--- config.mk ---
export PLATFORM = sky130hd
export DESIGN_NAME = pipe_hazard_ctrl_flat
export DESIGN_NICKNAME = d
export VERILOG_FILES = /design/src/rtl/pipe_hazard_pkg.sv /design/src/rtl/pipe_hazard_ctrl_if.sv /design/src/rtl/pipe_inst_classify.sv /design/src/rtl/pipe_hazard_ctrl.sv /design/src/flat_wrapper.sv
export SDC_FILE = /design/constraint.sdc
export NUM_CORES = 1
export LEC_CHECK = 0
export ABC_AREA = 1
export ABC_CLOCK_PERIOD_IN_PS = 1110
export BUFFER_PORTS_ARGS = -buffer_cell sky130_fd_sc_hd__buf_2
export CORE_MARGIN = 5
export CORE_UTILIZATION = 38
export CTS_CLUSTER_DIAMETER = 30
export DETAILED_ROUTE_END_ITERATION = 8
export HOLD_SLACK_MARGIN = 0.08
export PLACE_DENSITY = 0.78
export REMOVE_ABC_BUFFERS = 1
export SYNTH_ARGS = -nofsm -noshare
export SYNTH_HDL_FRONTEND = slang
export SYNTH_HIERARCHICAL = 1
export SYNTH_SLANG_ARGS = --single-unit
--- constraint.sdc ---
create_clock -name clk -period 1.11 [get_ports clk]
set_input_delay 0.0555 -clock clk [delete_from_list [all_inputs] [get_ports clk]]
set_output_delay 0.0555 -clock clk [all_outputs]
set_load 0.01 [all_outputs]
--- src/rtl/pipe_hazard_pkg.sv ---
// rtl/pipe_hazard_pkg.sv - instruction classes, opcode/funct codes and FSM encoding for pipe_hazard_ctrl
package pipe_hazard_pkg;

    typedef logic [3:0] cls_t;

    localparam cls_t CLS_NOP = 4'd0;
    localparam cls_t CLS_ALU = 4'd1;
    localparam cls_t CLS_LW  = 4'd2;
    localparam cls_t CLS_SW  = 4'd3;
    localparam cls_t CLS_BEQ = 4'd4;
    localparam cls_t CLS_BNE = 4'd5;
    localparam cls_t CLS_J   = 4'd6;
    localparam cls_t CLS_JAL = 4'd7;
    localparam cls_t CLS_JR  = 4'd8;

    localparam logic [5:0] OP_SPECIAL = 6'h00;
    localparam logic [5:0] OP_J       = 6'h02;
    localparam logic [5:0] OP_JAL     = 6'h03;
    localparam logic [5:0] OP_BEQ     = 6'h04;
    localparam logic [5:0] OP_BNE     = 6'h05;
    localparam logic [5:0] OP_LW      = 6'h23;
    localparam logic [5:0] OP_SW      = 6'h2B;
    localparam logic [5:0] FN_JR      = 6'h08;

    localparam logic [2:0] ST_RUN   = 3'd0;
    localparam logic [2:0] ST_BR_RF = 3'd1;
    localparam logic [2:0] ST_BR_EX = 3'd2;
    localparam logic [2:0] ST_JR_RF = 3'd3;
    localparam logic [2:0] ST_LD_RF = 3'd4;

    function automatic logic is_branch(input cls_t c);
        return (c == CLS_BEQ) || (c == CLS_BNE);
    endfunction

endpackage

--- src/rtl/pipe_hazard_ctrl_if.sv ---
// rtl/pipe_hazard_ctrl_if.sv - IF word input and per-stage strobe bundle of pipe_hazard_ctrl
interface pipe_hazard_ctrl_if #(parameter int CNT_W = 16);
    logic             if_valid;
    logic [31:0]      inst_if;
    logic             alu_zero_ex;
    logic             beq_if, bne_if, j_if, jal_if, jr_if, lw_if;
    logic             beq_rf, bne_rf, jr_rf;
    logic             beq_ex, bne_ex;
    logic             rf_bubble;
    logic             if_stale;
    logic             br_taken_ex;
    logic [CNT_W-1:0] stall_cnt, taken_cnt;

    modport master (
        output if_valid, inst_if, alu_zero_ex,
        input  beq_if, bne_if, j_if, jal_if, jr_if, lw_if,
        input  beq_rf, bne_rf, jr_rf, beq_ex, bne_ex,
        input  rf_bubble, if_stale, br_taken_ex, stall_cnt, taken_cnt
    );

    modport slave (
        input  if_valid, inst_if, alu_zero_ex,
        output beq_if, bne_if, j_if, jal_if, jr_if, lw_if,
        output beq_rf, bne_rf, jr_rf, beq_ex, bne_ex,
        output rf_bubble, if_stale, br_taken_ex, stall_cnt, taken_cnt
    );
endinterface

--- src/rtl/pipe_inst_classify.sv ---
// rtl/pipe_inst_classify.sv - combinational instruction word to class decoder
module pipe_inst_classify
    import pipe_hazard_pkg::*;
(
    input  logic [31:0] inst,
    output cls_t        cls
);
    logic [5:0] opcode;
    logic [5:0] funct;
    logic       unused_fields;

    assign opcode        = inst[31:26];
    assign funct         = inst[5:0];
    assign unused_fields = ^inst[25:6];

    always_comb begin
        cls = CLS_ALU;
        case (opcode)
            OP_BEQ:     cls = CLS_BEQ;
            OP_BNE:     cls = CLS_BNE;
            OP_J:       cls = CLS_J;
            OP_JAL:     cls = CLS_JAL;
            OP_LW:      cls = CLS_LW;
            OP_SW:      cls = CLS_SW;
            OP_SPECIAL: cls = (funct == FN_JR) ? CLS_JR : CLS_ALU;
            default:    cls = CLS_ALU;
        endcase
    end
endmodule

--- src/rtl/pipe_hazard_ctrl.sv ---
// rtl/pipe_hazard_ctrl.sv - control-transfer sequencer; optional statistics via PIPE_HAZARD_STATS_EN
module pipe_hazard_ctrl
    import pipe_hazard_pkg::*;
#(
    parameter int CNT_W = 16
) (
    input  logic              clk,
    input  logic              rst_n,
    pipe_hazard_ctrl_if.slave bus
);
    logic [2:0] state_q, state_d;
    cls_t       cls_if, cls_rf_q, cls_ex_q;
    logic       stale, fresh;

    pipe_inst_classify u_classify (
        .inst (bus.inst_if),
        .cls  (cls_if)
    );

    assign stale = (state_q != ST_RUN);
    assign fresh = bus.if_valid & ~stale;

    assign bus.if_stale  = stale;
    assign bus.rf_bubble = ~fresh;

    assign bus.beq_if = fresh & (cls_if == CLS_BEQ);
    assign bus.bne_if = fresh & (cls_if == CLS_BNE);
    assign bus.j_if   = fresh & (cls_if == CLS_J);
    assign bus.jal_if = fresh & (cls_if == CLS_JAL);
    assign bus.jr_if  = fresh & (cls_if == CLS_JR);
    assign bus.lw_if  = fresh & (cls_if == CLS_LW);

    assign bus.beq_rf = (cls_rf_q == CLS_BEQ);
    assign bus.bne_rf = (cls_rf_q == CLS_BNE);
    assign bus.jr_rf  = (cls_rf_q == CLS_JR);
    assign bus.beq_ex = (cls_ex_q == CLS_BEQ);
    assign bus.bne_ex = (cls_ex_q == CLS_BNE);

    assign bus.br_taken_ex = (bus.beq_ex & bus.alu_zero_ex) | (bus.bne_ex & ~bus.alu_zero_ex);

    // Only a fresh word may start a sequence; every hold state drains back to RUN on its own.
    always_comb begin
        state_d = ST_RUN;
        case (state_q)
            ST_RUN: begin
                if (fresh && is_branch(cls_if))  state_d = ST_BR_RF;
                else if (fresh && cls_if == CLS_JR) state_d = ST_JR_RF;
                else if (fresh && cls_if == CLS_LW) state_d = ST_LD_RF;
                else                                 state_d = ST_RUN;
            end
            ST_BR_RF: state_d = ST_BR_EX;
            default:  state_d = ST_RUN;
        endcase
    end

    always_ff @(posedge clk or negedge rst_n) begin
        if (!rst_n) begin
            state_q  <= ST_RUN;
            cls_rf_q <= CLS_NOP;
            cls_ex_q <= CLS_NOP;
        end else begin
            state_q  <= state_d;
            cls_ex_q <= cls_rf_q;
            cls_rf_q <= fresh ? cls_if : CLS_NOP;
        end
    end

`ifdef PIPE_HAZARD_STATS_EN
    logic [CNT_W-1:0] stall_q, taken_q;
    logic             stall_evt;

    assign stall_evt = bus.beq_if | bus.bne_if | bus.beq_rf | bus.bne_rf | bus.jr_if | bus.lw_if;

    always_ff @(posedge clk or negedge rst_n) begin
        if (!rst_n) begin
            stall_q <= '0;
            taken_q <= '0;
        end else begin
            if (stall_evt && !(&stall_q))       stall_q <= stall_q + 1'b1;
            if (bus.br_taken_ex && !(&taken_q)) taken_q <= taken_q + 1'b1;
        end
    end

    assign bus.stall_cnt = stall_q;
    assign bus.taken_cnt = taken_q;
`else
    assign bus.stall_cnt = {CNT_W{1'b0}};
    assign bus.taken_cnt = {CNT_W{1'b0}};
`endif

endmodule

--- src/flat_wrapper.sv ---
// flat-port wrapper written by rule: the top's interface ports become plain ports
module pipe_hazard_ctrl_flat import pipe_hazard_pkg::*;
#(
    parameter int CNT_W = 16
)
  (clk, rst_n, bus_if_valid, bus_inst_if, bus_alu_zero_ex, bus_beq_if, bus_bne_if, bus_j_if, bus_jal_if, bus_jr_if, bus_lw_if, bus_beq_rf, bus_bne_rf, bus_jr_rf, bus_beq_ex, bus_bne_ex, bus_rf_bubble, bus_if_stale, bus_br_taken_ex, bus_stall_cnt, bus_taken_cnt);
  pipe_hazard_ctrl_if #(.CNT_W(CNT_W)) bus_i ();
  input  logic clk;
  input  logic rst_n;
  input wire logic [$bits(bus_i.if_valid)-1:0] bus_if_valid;
  input wire logic [$bits(bus_i.inst_if)-1:0] bus_inst_if;
  input wire logic [$bits(bus_i.alu_zero_ex)-1:0] bus_alu_zero_ex;
  output wire logic [$bits(bus_i.beq_if)-1:0] bus_beq_if;
  output wire logic [$bits(bus_i.bne_if)-1:0] bus_bne_if;
  output wire logic [$bits(bus_i.j_if)-1:0] bus_j_if;
  output wire logic [$bits(bus_i.jal_if)-1:0] bus_jal_if;
  output wire logic [$bits(bus_i.jr_if)-1:0] bus_jr_if;
  output wire logic [$bits(bus_i.lw_if)-1:0] bus_lw_if;
  output wire logic [$bits(bus_i.beq_rf)-1:0] bus_beq_rf;
  output wire logic [$bits(bus_i.bne_rf)-1:0] bus_bne_rf;
  output wire logic [$bits(bus_i.jr_rf)-1:0] bus_jr_rf;
  output wire logic [$bits(bus_i.beq_ex)-1:0] bus_beq_ex;
  output wire logic [$bits(bus_i.bne_ex)-1:0] bus_bne_ex;
  output wire logic [$bits(bus_i.rf_bubble)-1:0] bus_rf_bubble;
  output wire logic [$bits(bus_i.if_stale)-1:0] bus_if_stale;
  output wire logic [$bits(bus_i.br_taken_ex)-1:0] bus_br_taken_ex;
  output wire logic [$bits(bus_i.stall_cnt)-1:0] bus_stall_cnt;
  output wire logic [$bits(bus_i.taken_cnt)-1:0] bus_taken_cnt;
  assign bus_i.if_valid = bus_if_valid;
  assign bus_i.inst_if = bus_inst_if;
  assign bus_i.alu_zero_ex = bus_alu_zero_ex;
  assign bus_beq_if = bus_i.beq_if;
  assign bus_bne_if = bus_i.bne_if;
  assign bus_j_if = bus_i.j_if;
  assign bus_jal_if = bus_i.jal_if;
  assign bus_jr_if = bus_i.jr_if;
  assign bus_lw_if = bus_i.lw_if;
  assign bus_beq_rf = bus_i.beq_rf;
  assign bus_bne_rf = bus_i.bne_rf;
  assign bus_jr_rf = bus_i.jr_rf;
  assign bus_beq_ex = bus_i.beq_ex;
  assign bus_bne_ex = bus_i.bne_ex;
  assign bus_rf_bubble = bus_i.rf_bubble;
  assign bus_if_stale = bus_i.if_stale;
  assign bus_br_taken_ex = bus_i.br_taken_ex;
  assign bus_stall_cnt = bus_i.stall_cnt;
  assign bus_taken_cnt = bus_i.taken_cnt;
  pipe_hazard_ctrl #(.CNT_W(CNT_W)) u_core (.clk(clk), .rst_n(rst_n), .bus(bus_i));
endmodule
Word-level counts from Yosys, hierarchy flattened
Cells that the tools add are included.
{ "totals": {"output_inout_bits": 46, "in_bits": 36, "regBits": 11, "elab_cells": 49} }
{ "classes": {"n_reduce_logical": 7, "mux": 7, "eq_ne": 19, "n_bitwise": 13} }
{ "op_table": {"columns": ["cell", "count"], "rows": [
  ["4-bit by 3-bit equality test with 1-bit output, second input constant", 8],
  ["4-bit case mux with 7 select lines", 1],
  ["6-bit by 2-bit equality test with 1-bit output, second input constant", 2],
  ["6-bit by 3-bit equality test with 1-bit output, second input constant", 2],
  ["6-bit equality test, second input constant", 2],
  ["1-bit AND", 9],
  ["3-bit 2-to-1 mux", 3],
  ["4-bit equality test, second input constant", 2],
  ["4-bit 2-to-1 mux", 2],
  ["6-bit by 4-bit equality test with 1-bit output, second input constant", 1],
  ["6-bit logical NOT", 1],
  ["3-bit case mux with 2 select lines", 1],
  ["4-bit by 2-bit equality test with 1-bit output, second input constant", 1],
  ["3-bit by 1-bit equality test with 1-bit output, second input constant", 1],
  ["1-bit logical AND", 3],
  ["3-bit logical NOT", 1],
  ["1-bit inverter", 3],
  ["3-bit nonzero test", 1],
  ["1-bit logical OR", 1],
  ["1-bit bitwise OR", 1]
]} }

Longest topological paths before layout
Gate-level depths: netlist of the first run.
{ "depth": {"ltp_word": 9, "ltp_mapped": 10} }

Cells and area by module
Netlist of the first run, hierarchy kept.
{ "by_module_without_submodules": {"columns": ["module", "cells_each", "instances", "seq_area_each_um2", "area_per_inst_um2"], "rows": [
  ["pipe_hazard_ctrl", 88, 1, 275.3, 755.7],
  ["pipe_inst_classify", 41, 1, 0.0, 193.9]
]} }

Worst setup path after synthesis of the first run
No wires, ideal clock.
{ "synth_path": {"kind": "input port to output port", "start": "in bus_inst_if[1]", "end": "out bus_jr_if", "stages": 8, "setup_slack_ns": -0.029, "arrival_time_ns": 1.083, "required_time_ns": 1.054, "path_cell_list": "or2_1 nor2_1 nor2_1 nor2_1 nand2_1 nor2_1 nand3_1 nor2_1"} }
{ "synth_via": {"elab_chain_len": 5} }
{ "synth_rtl": {"columns": ["item", "line_no", "rtl"], "rows": [
  ["start, declared", "flat_wrapper.sv:11", "input wire logic [$bits(bus_i.inst_if)-1:0] bus_inst_if;"],
  ["6-bit by 4-bit equality test with 1-bit output", "pipe_inst_classify.sv:25", "OP_SPECIAL: cls = (funct == FN_JR) ? CLS_JR : CLS_ALU;"],
  ["4-bit 2-to-1 mux", "pipe_inst_classify.sv:25", null],
  ["4-bit case mux with 7 select lines", "pipe_inst_classify.sv:18", "case (opcode)"],
  ["net u_core.cls_if[0]", "pipe_hazard_ctrl.sv:12", "cls_t cls_if, cls_rf_q, cls_ex_q;"],
  ["4-bit equality test", "pipe_hazard_ctrl.sv:30", "assign bus.jr_if = fresh & (cls_if == CLS_JR);"],
  ["1-bit AND", "pipe_hazard_ctrl.sv:30", null],
  ["end, declared", "flat_wrapper.sv:17", "output wire logic [$bits(bus_i.jr_if)-1:0] bus_jr_if;"]
]} }
The timed path passes the listed nets, and every way through them passes these cells.

Final worst setup path of the first run
{ "layout_path": {"start": "reg u_core.state_q[2]", "end": "out bus_lw_if"} }
{ "layout_via": {"elab_chain_len": 4} }
{ "layout_rtl": {"columns": ["item", "line_no", "rtl"], "rows": [
  ["start, declared", "pipe_hazard_ctrl.sv:11", "logic [2:0] state_q, state_d;"],
  ["start signal, assigned", "pipe_hazard_ctrl.sv:62", "state_q <= state_d;"],
  ["3-bit nonzero test", "pipe_hazard_ctrl.sv:20", "assign stale = (state_q != ST_RUN);"],
  ["1-bit inverter", "pipe_hazard_ctrl.sv:21", "assign fresh = bus.if_valid & ~stale;"],
  ["1-bit AND", "pipe_hazard_ctrl.sv:21", null],
  ["1-bit AND", "pipe_hazard_ctrl.sv:31", "assign bus.lw_if = fresh & (cls_if == CLS_LW);"],
  ["end, declared", "flat_wrapper.sv:18", "output wire logic [$bits(bus_i.lw_if)-1:0] bus_lw_if;"]
]} }
No other way between the ends.

==> results.md, run 1 <==
- Status: finished, violations left
- Failing checks: negative setup slack
- Reg power frac: 44.4%
- Diodes inserted: 0
- Synth cell types: 23
- Core area: 0.00243 mm2
- Switching Share: 31.7%
- Sw power: 303 uW
- Initial DRC count: 9
- Main combinational cell family by area after synthesis: simple AND/OR/NAND/NOR gates
- CP Max Fanout: 3
- Area Overhead vs Synth: 43.5%
- Leak: 0.749 nW
- Port buffer count: 29
- Detail Route Antenna Nets: 0
- Dpl cells: 197
- Crit path time final: 1.33 ns
- Logic gate share of total power: 26.9%
- Sink Count: 11
- Max Cap Viol: 0
- Synth warn: 6
- Flops & latches, synth: 11
- Largest net degree at the start of global routing: 12
- Dpl cell area: 0.00108 mm2
- Number of nets in the layout: 220
- DRC Markers: 0
- CP Launch Type: flop
- Register area share after synthesis: 29.0%
- Cell Pwr Density: 702 mW/mm2
- Final Util: 56.0%
- Clock buffer depth: 2
- Post-Synth Simple-Gate Area: 37.0%
- CTS Root Cell: clkbuf_4
- First-pass GRT wire length: 3020 um
- Worst setup margin: -0.224 ns
- Critical path required time: 1.05 ns
- Die X: 60.0 um
- Data arrival time of the worst path: 1.28 ns
- Total GRT Usage: 11.2%
- Ports: 82
- WL/cell: 9.77 um
- Post-synthesis compound-gate area fraction: 1.98%
- Vias per inst: 4.18
- Final HPWL DP: 1510 um
- Vias in the first global route: 749
- Synth area leaders: dfrtp_1 (29%), buf_4 (25%), nor2_1 (8.3%), nand2_1 (6.3%), inv_1 (5.9%)
- Initial Utilization: 39.0%
- Area leader, netlist: dfrtp_1
- Total congestion overflow: 0
- Row count: 18
- Area of the die: 0.00360 mm2
- Finished Cell Area: 0.00136 mm2
- Clock Latency Late Sink: 0.27 ns
- Initial antenna violation count: 0
- Worst VDD drop: 0.369 mV
- Clock Skews: 0.00135 ns
- Peak Freq: 750 MHz
- GPL Wtd Cong: 0.755
- Yosys top cell area share: 29.0%
- Mapped Cells: 129
- Non-filler cells, final: 213
- Kind of critical path: flop to output pin
- Final Hold Fails: 0
- Post-synth design cell area: 950 um2
- Slew Viols, Final: 0
- Die height: 60.0 um
- Mux contribution to synthesized area: 0%
- Clock-pin slew on the worst setup and hold paths: 0.07 ns
- Synth Area in XOR/XNOR: 0%
- Synthesized area per cell: 7.36 um2
- Share of layout cells above drive strength 1: 48.6%
- Critical path endpoint category: output pin
- Tot Pwr: 956 uW
- Period utilization: 120%
- Clock network power share: 28.7%
- Synth Area in Adders: 0%
- First-pass detailed-route iteration total: 4
- Htree depth: 1
- Worst Hold Class: primary input to flop
- RSZ-0062 raised after global routing: true
- Vias post-DR: 891
- CTS Buf Count: 3
- Final setup vio count: 15
- Final wirelength: 2080 um
- Int Power: 654 uW
- CTS tree: yes
-- path summary, 6_finish.rpt --
path	from	endpoint	slack [ns]	cells past startpoint
worst max-delay path	u_core/state_q[2]$_DFF_PN0_	bus_lw_if	-0.22	4
worst min-delay path	bus_if_valid	u_core/cls_rf_q[3]$_DFF_PN0_	0.11	3
worst max register to register	u_core/state_q[2]$_DFF_PN0_	u_core/state_q[0]$_DFF_PN0_	-0.09	6
worst min register to register	u_core/cls_rf_q[3]$_DFF_PN0_	u_core/cls_ex_q[3]$_DFF_PN0_	0.40	0
max in group asynchronous	rst_n	u_core/cls_ex_q[1]$_DFF_PN0_	0.73	2
min in group asynchronous	rst_n	u_core/state_q[2]$_DFF_PN0_	0.18	2
-- layout make-up --
| class | instances | area, um2 |
|---|---|---|
| clock buffer | 4 | 26.3 |
| fill | 227 | 1070 |
| inverter | 16 | 60.1 |
| multi-input combinational | 102 | 612 |
| sequential | 11 | 275 |
| tap | 30 | 37.5 |
| timing repair buffer | 50 | 352 |
-- logic make-up after synthesis --
group / after synthesis
other: 1
and+or+nand+nor: 66
buffers and inverters: 48
DFF: 11
AOI/OAI and AO/OA: 3
-- sequential cells by signal, summed over array words and instances (netlist names) --
register / flops
u_core/cls_ex_q: 4
u_core/state_q: 3
u_core/cls_rf_q: 4
-- cells in the mapped netlist (all sizes together) --
cell type	n
buf	32
conb	1
dfrtp	11
nor4	2
nor3	7
nand3b	1
nand3	9
nor3b	1
nand4	1
nor2	27
a21oi	1
nand2	17
inv	16
or2	1
o21ai	2
-- metrics by stage --
step / hold WS [ns] / TNS (ns) / worst slack [ns]
2_1_floorplan: -0.240 / -0.0286 / -0.0286
3_3_place_gp: -0.0727 / -1.47 / -0.210
3_5_place_dp: -0.0671 / -1.64 / -0.207
4_1_cts: 0.0883 / -1.82 / -0.255
5_1_grt: 0.117 / -3.23 / -0.322
6_report: 0.107 / -1.97 / -0.224
-- per-layer routing --
metal | GRT usage (%) | vias to the layer above | wire (um) | share of wire [%]
li1 | - | 448 | - | -
met1 | 11.6 | 391 | 653 | 31
met2 | 20.7 | 47 | 1140 | 55
met3 | 1.94 | 5 | 246 | 12
met4 | 6.65 | 0 | 44 | 2.1
met5 | 0 | - | 0 | 0
-- cells in the final DEF (no fill, tap or decap), drive strengths merged --
| cell type | count |
|---|---|
| buf | 49 |
| conb | 32 |
| nor2 | 27 |
| nand2 | 17 |
| inv | 16 |
| dfrtp | 11 |
| nand3 | 10 |
| nor3 | 7 |
| clkbuf | 4 |
| o21ai | 2 |
| nor4 | 2 |
| dlygate4sd3 | 1 |
| nand4 | 1 |
| a21oi | 1 |
| nor3b | 1 |
| or2 | 1 |
| nand3b | 1 |
-- critical path, cell delays in order, from the launching register on --
cell	delay, ns
dfrtp_1	0.39
nor2_4	0.18
nand4_4	0.13
nor3_2	0.15
buf_2	0.15
-- timing repair --
| item | 4_1_cts | 5_1_grt |
|---|---|---|
| pin swaps | 6 | 19 |
| endpoints found under the setup margin | 14 | 17 |
| gates cloned | 1 | 0 |
| hold endpoints to repair | 11 | 0 |
| gates resized for setup | 16 | 25 |
| hold buffers | 1 | 0 |
| setup buffers | 6 | 6 |
-- power by group through the flow --
| stage | sequential, mW | clock [mW] | combinational, mW |
|---|---|---|---|
| 2_1_floorplan | 0.426 | 0 | 0.118 |
| 3_3_place_gp | 0.427 | 0 | 0.193 |
| 3_5_place_dp | 0.427 | 0 | 0.196 |
| 4_1_cts | 0.421 | 0.283 | 0.223 |
| 5_1_grt | 0.426 | 0.307 | 0.288 |
| 6_report | 0.425 | 0.274 | 0.258 |
(Power assumes the default switching activity.)
==> inputs of run 2 (changes only) <==
SETUP_SLACK_MARGIN = 0.05   (was not set)
SLEW_MARGIN = 0   (was not set)
==> run 2 against run 1 <==
The flow still finishes with violations (negative setup slack). Clock-buffer cell count unchanged. Total power down 1.3%. Critical path depth up 1. Via count down 2.9%. Register-to-register slack worse by 0.07 ns. Die area unchanged. Maximum frequency down 1.3%. Cell count down 1.4%. Clock power down 3%. Core utilization down 1.3 points. Critical path type unchanged.
==> results.md, run 2 (same netlist as run 1, synthesis figures left out) <==
- First-pass detailed-route iteration total: 4 (unchanged)
- First-pass GRT wire length: 3090 um (was 3020 um)
- DRC Markers: 0 (unchanged)
- GPL Wtd Cong: 0.755 (unchanged)
- Crit path time final: 1.35 ns (was 1.33 ns)
- Number of nets in the layout: 217 (was 220)
- Clock buffer depth: 2 (unchanged)
- Clock network power share: 28.3% (was 28.7%)
- Data arrival time of the worst path: 1.30 ns (was 1.28 ns)
- Total GRT Usage: 11.7% (was 11.2%)
- Flop2flop setup slack: -0.16 ns (was -0.09 ns)
- Worst VDD drop: 0.348 mV (was 0.369 mV)
- Largest net degree at the start of global routing: 12 (unchanged)
- Max Cap Viol: 0 (unchanged)
- Ports: 82 (unchanged)
- Final setup vio count: 14 (was 15)
- Clock-pin slew on the worst setup and hold paths: 0.07 ns (about the same)
- RSZ-0062 raised after global routing: true (unchanged)
- CTS tree: yes (unchanged)
- Core area: 0.00243 mm2 (unchanged)
- Worst Hold End: u_core/cls_rf_q[2]$_DFF_PN0_ (was u_core/cls_rf_q[3]$_DFF_PN0_)
- HP Start: bus_if_valid (unchanged)
- Slew Viols, Final: 0 (unchanged)
- Int Power: 645 uW (was 654 uW)
- Most frequent cells in the layout: conb_1 (32), buf_2 (26), buf_4 (15), nor2_1 (15), nand2_1 (13) (was conb_1 (32), buf_2 (24), nor2_1 (17))
- Initial DRC count: 17 (was 9)
- CP Max Fanout: 3 (unchanged)
- R2r endpoint: u_core/state_q[0]$_DFF_PN0_ (unchanged)
- CTS Buf Count: 3 (unchanged)
- Die X: 60.0 um (unchanged)
- Vias per inst: 4.12 (was 4.18)
- Final wirelength: 2100 um (was 2080 um)
- Setup crit start: u_core/state_q[1]$_DFF_PN0_ (was u_core/state_q[2]$_DFF_PN0_)
- Reg power frac: 45.0% (was 44.4%)
- Kind of critical path: flop to output pin (unchanged)
- Leading cell type in the layout, fill and taps excluded: conb_1 (unchanged)
- Worst setup margin: -0.242 ns (was -0.224 ns)
- Tot Pwr: 944 uW (was 956 uW)
- Area of the die: 0.00360 mm2 (unchanged)
- Leak: 0.721 nW (was 0.749 nW)
- CP Launch Type: flop (unchanged)
- Vias post-DR: 865 (was 891)
- Port buffer count: 29 (unchanged)
- Switching Share: 31.6% (was 31.7%)
- Htree depth: 1 (unchanged)
- Period utilization: 122% (was 120%)
- Area Overhead vs Synth: 40.1% (was 43.5%)
- Failing checks: negative setup slack (unchanged)
- Cell Pwr Density: 710 mW/mm2 (was 702 mW/mm2)
- Peak Freq: 740 MHz (was 750 MHz)
- Logic gate share of total power: 26.7% (was 26.9%)
- Post-Place Setup Slack: -0.207 ns (unchanged)
- Detail Route Antenna Nets: 0 (unchanged)
- Status: finished, violations left (unchanged)
- Worst Hold Class: primary input to flop (unchanged)
- Final Hold Fails: 0 (unchanged)
- Reg-to-reg startpoint: u_core/state_q[1]$_DFF_PN0_ (was u_core/state_q[2]$_DFF_PN0_)
- Final HPWL DP: 1510 um (unchanged)
- Critical path endpoint category: output pin (unchanged)
- Largest regs: u_core/cls_ex_q (4), u_core/cls_rf_q (4), u_core/state_q (3) (unchanged)
- Sw power: 298 uW (was 303 uW)
- Non-filler cells, final: 210 (was 213)
- Critical path required time: 1.05 ns (about the same)
- Initial Utilization: 39.0% (unchanged)
- CTS Root Cell: clkbuf_4 (unchanged)
- Diodes inserted: 0 (unchanged)
- Die height: 60.0 um (unchanged)
- Clock Skews: 0.000960 ns (was 0.00135 ns)
- Total congestion overflow: 0 (unchanged)
- WHS: 0.128 ns (was 0.107 ns)
- Sink Count: 11 (unchanged)
- WL/cell: 10.0 um (was 9.77 um)
- Hold Path Depth: 3 (unchanged)
- Row count: 18 (unchanged)
- R2R cell count: 6 (unchanged)
- Dpl cells: 197 (unchanged)
- Initial antenna violation count: 0 (unchanged)
- Share of layout cells above drive strength 1: 48.9% (was 48.6%)
- Clock Latency Late Sink: 0.26 ns (was 0.27 ns)
- Vias in the first global route: 741 (was 749)
==> run 2: cell count changes in the layout (fill, tap and decap cells not counted) <==
cell and change:
buf_2 +2, buf_4 -1, buf_6 -4, nor2_1 -2, nor2_2 +1, nor2_4 +1
==> run 2: through the flow <==
| stage | utilization (%) | area, um2 | setup TNS, ns |
|---|---|---|---|
| 2_1_floorplan | - | 826 | -0.0286 |
| 3_3_place_gp | 44.5 | 1080 | -1.47 |
| 3_5_place_dp | 44.5 | 1080 | -1.64 |
| 4_1_cts | 50.3 | 1220 | -2.05 |
| 5_1_grt | 54.7 | 1330 | -3.53 |
| 6_report | 54.7 | 1330 | -2.04 |
==> run 2: final cells by class <==
cell class | instances | area, um2
Clock buffer | 4 | 26.3
Fill cell | 240 | 1100
Inverter | 16 | 60.1
Multi-Input combinational cell | 102 | 622
Sequential cell | 11 | 275
Tap cell | 30 | 37.5
Timing Repair Buffer | 47 | 309
==> run 2: power by group through the flow <==
stage / Sequential, mW / Combinational [mW] / Clock (mW)
after floorplan: 0.426 / 0.118 / 0
after global placement: 0.427 / 0.193 / 0
after detailed placement: 0.427 / 0.196 / 0
after CTS: 0.421 / 0.221 / 0.283
after global routing: 0.426 / 0.283 / 0.308
final: 0.424 / 0.252 / 0.267
==> run 2: worst max path at each step <==
stage                         to  slack [ns]  cells after the start
floorplan              bus_jr_if       -0.03                      8
global placement       bus_jr_if       -0.21                     10
detailed placement      bus_j_if       -0.21                     10
CTS                    bus_lw_if       -0.24                      4
global route          bus_bne_if       -0.32                     11
finish              bus_if_stale       -0.24                      5
==> run 2: worst max-delay path, cell delays in order (launching register included) <==
cell	delay (ns)
dfrtp_1	0.39
nor2_4	0.19
buf_4	0.15
buf_4	0.12
nand2_1	0.05
buf_2	0.13
==> run 2: timing repair <==
action | CTS | global route
hold endpoints to repair | 11 | 0
cloned | 1 | 0
buffers inserted | 4 | 3
pin swaps | 6 | 9
resized for setup | 16 | 22
endpoints found under the setup margin | 15 | 20
hold buffers | 1 | 0
==> run 2: routing by layer <==
metal	GRT usage, %	vias up	routed length [um]
met5	0	-	0
met4	8.54	0	45
met3	1.94	4	236
met2	20.7	44	1160
met1	12.1	374	665
li1	-	443	-
==> inputs of run 3 (changes only) <==
MAX_ROUTING_LAYER = met4   (was not set)
REMOVE_ABC_BUFFERS = not set   (was 1)
==> run 3 against run 2 <==
The flow still finishes with violations (negative setup slack). Hold slack better by 0.051 ns. Sequential share of layout area up 1.2 points. Critical endpoint is now bus_beq_if. Total power down 0.40%.
==> results.md, run 3 (same netlist as run 1, synthesis figures left out) <==
- Met1 usage: 10.8% (was 12.1%)
- Critical-path cell list: nor2_4 > nand3_4 > nor3_2 > buf_2 (was nor2_4 > buf_4 > buf_4 > nand2_1 > buf_2)
- Final wirelength: 2160 um (was 2100 um)
- Worst setup margin: -0.216 ns (was -0.242 ns)
- Core area: 0.00243 mm2 (unchanged)
- Final setup vio count: 18 (was 14)
- RSZ-0062 raised after global routing: true (unchanged)
- Number of nets in the layout: 213 (was 217)
- Critical Path Slowest Stage Cell: dfrtp_1 (unchanged)
- Grt met3 use: 3.02% (was 1.94%)
- Clock-pin slew on the worst setup and hold paths: 0.07 ns (about the same)
- Ports: 82 (unchanged)
- Share of layout cells above drive strength 1: 45.5% (was 48.9%)
- CTS Buf Count: 3 (unchanged)
- Cell Pwr Density: 748 mW/mm2 (was 710 mW/mm2)
- GR peak layer: met2 (unchanged)
- Vias in the first global route: 709 (was 741)
- Area of the die: 0.00360 mm2 (unchanged)
- Max incr delay on CP: 0.40 ns (was 0.39 ns)
- Largest regs: u_core/cls_ex_q (4), u_core/cls_rf_q (4), u_core/state_q (3) (unchanged)
- Vias per inst: 4.27 (was 4.12)
- Post-Place Setup Slack: -0.208 ns (was -0.207 ns)
- Detail Route Antenna Nets: 0 (unchanged)
- Clock Latency Late Sink: 0.26 ns (about the same)
- Sink Count: 11 (unchanged)
- Peak Freq: 754 MHz (was 740 MHz)
- R2R cell count: 6 (unchanged)
- Critical path endpoint category: output pin (unchanged)
- Die X: 60.0 um (unchanged)
- Initial Utilization: 39.0% (unchanged)
- Reg-to-reg startpoint: u_core/state_q[1]$_DFF_PN0_ (unchanged)
- Port buffer count: 29 (unchanged)
- Htree depth: 1 (unchanged)
- Area Overhead vs Synth: 32.3% (was 40.1%)
- Clock Skews: 0.000524 ns (was 0.000960 ns)
- # fillers: 247 (was 240)
- CP Max Fanout: 6 (was 3)
- Row count: 18 (unchanged)
- Flop2flop setup slack: -0.17 ns (was -0.16 ns)
- Setup TNS: -2.14 ns (was -2.04 ns)
- GPL Wtd Cong: 0.773 (was 0.755)
- Final HPWL DP: 1560 um (was 1510 um)
- Worst Hold Class: primary input to async pin (was primary input to flop)
- Clock buffer depth: 2 (unchanged)
- Data arrival time of the worst path: 1.27 ns (was 1.30 ns)
- Initial DRC count: 8 (was 17)
- Die height: 60.0 um (unchanged)
- Total GRT Usage: 10.6% (was 11.7%)
- CTS Root Cell: clkbuf_4 (unchanged)
- Most frequent cells in the layout: conb_1 (32), buf_2 (28), nor2_1 (16) (was conb_1 (32), buf_2 (26), buf_4 (15), nor2_1 (15), nand2_1 (13))
- Leading cell type in the layout, fill and taps excluded: conb_1 (unchanged)
- Kind of critical path: flop to output pin (unchanged)
- Status: finished, violations left (unchanged)
- First-pass GRT wire length: 2790 um (was 3090 um)
- Failing checks: negative setup slack (unchanged)
- CP Launch Type: flop (unchanged)
- Initial antenna violation count: 0 (unchanged)
- Max Cap Viol: 0 (unchanged)
- Crit path time final: 1.33 ns (was 1.35 ns)
- Slew Viols, Final: 0 (unchanged)
- Worst VDD drop: 0.548 mV (was 0.348 mV)
- Period utilization: 119% (was 122%)
- Diodes inserted: 0 (unchanged)
- WL/cell: 10.5 um (was 10.0 um)
- DRC Markers: 0 (unchanged)
- First-pass detailed-route iteration total: 4 (unchanged)
- Largest net degree at the start of global routing: 12 (unchanged)
- Critical path required time: 1.05 ns (about the same)
- R2r endpoint: u_core/cls_rf_q[0]$_DFF_PN0_ (was u_core/state_q[0]$_DFF_PN0_)
- Total congestion overflow: 0 (unchanged)
- CTS tree: yes (unchanged)
- Leak: 0.691 nW (was 0.721 nW)
- Final Hold Fails: 0 (unchanged)
- M2 GR Usage: 19.3% (was 20.7%)
- Vias post-DR: 880 (was 865)
run 3: layout make-up:
class                           instances  area [um2]  area share, %
Clock buffer                            4        26.3           2.09
Inverter                               16        60.1           4.78
Multi-Input combinational cell        101         583           46.4
Sequential cell                        11         275           21.9
Tap cell                               30        37.5           2.99
Timing Repair Buffer                   44         274           21.8
run 3: worst max path at each step:
stage	start	end	slack, ns	depth (start not counted)
2_1_floorplan	bus_inst_if[1]	u_core/state_q[0]$_DFF_PN0_	0.06	8
3_3_place_gp	bus_inst_if[28]	bus_lw_if	-0.18	9
3_5_place_dp	bus_inst_if[28]	bus_jr_if	-0.21	11
4_1_cts	u_core/state_q[2]$_DFF_PN0_	bus_j_if	-0.23	4
5_1_grt	u_core/state_q[1]$_DFF_PN0_	bus_jal_if	-0.30	4
6_report	u_core/state_q[1]$_DFF_PN0_	bus_beq_if	-0.22	4
run 3: what timing repair did:
| action | CTS | global route |
|---|---|---|
| resized for setup | 13 | 16 |
| hold buffers | 1 | 0 |
| endpoints found under the setup margin | 15 | 20 |
| setup buffers | 2 | 2 |
| hold endpoints to repair | 11 | 0 |
| pin swaps | 6 | 3 |
run 3: stage by stage:
stage	instances	cell area (um2)	utilization (%)	power, mW	hold WS (ns)
finish	206	1260	51.6	0.940	0.179
global route	206	1260	51.6	1.01	0.194
global placement	198	1100	45.1	0.624	-0.0738
CTS	205	1180	48.7	0.924	0.175
floorplan	160	1070	-	0.629	-0.240
detailed placement	198	1100	45.1	0.629	-0.0705
run 3: power breakdown:
part	leakage, nW	internal (mW)	switching [mW]
clock	0.0150	0.139	0.136
sequential	0.149	0.411	0.0117
combinational	0.527	0.0879	0.154
run 3: layer usage:
metal / wire [um] / vias to the layer above
li1: - / 430
met2: 1160 / 61
met3: 272 / 6
met4: 32 / 0
met5: 0 / -
met1: 686 / 383
run 3: worst max-delay path: cells and delay by family, from the launching register on:
kind / cells / cell delay, ns
buffers and inverters: 1 / 0.15
AND/OR/NAND/NOR: 3 / 0.45
flip-flops: 1 / 0.40
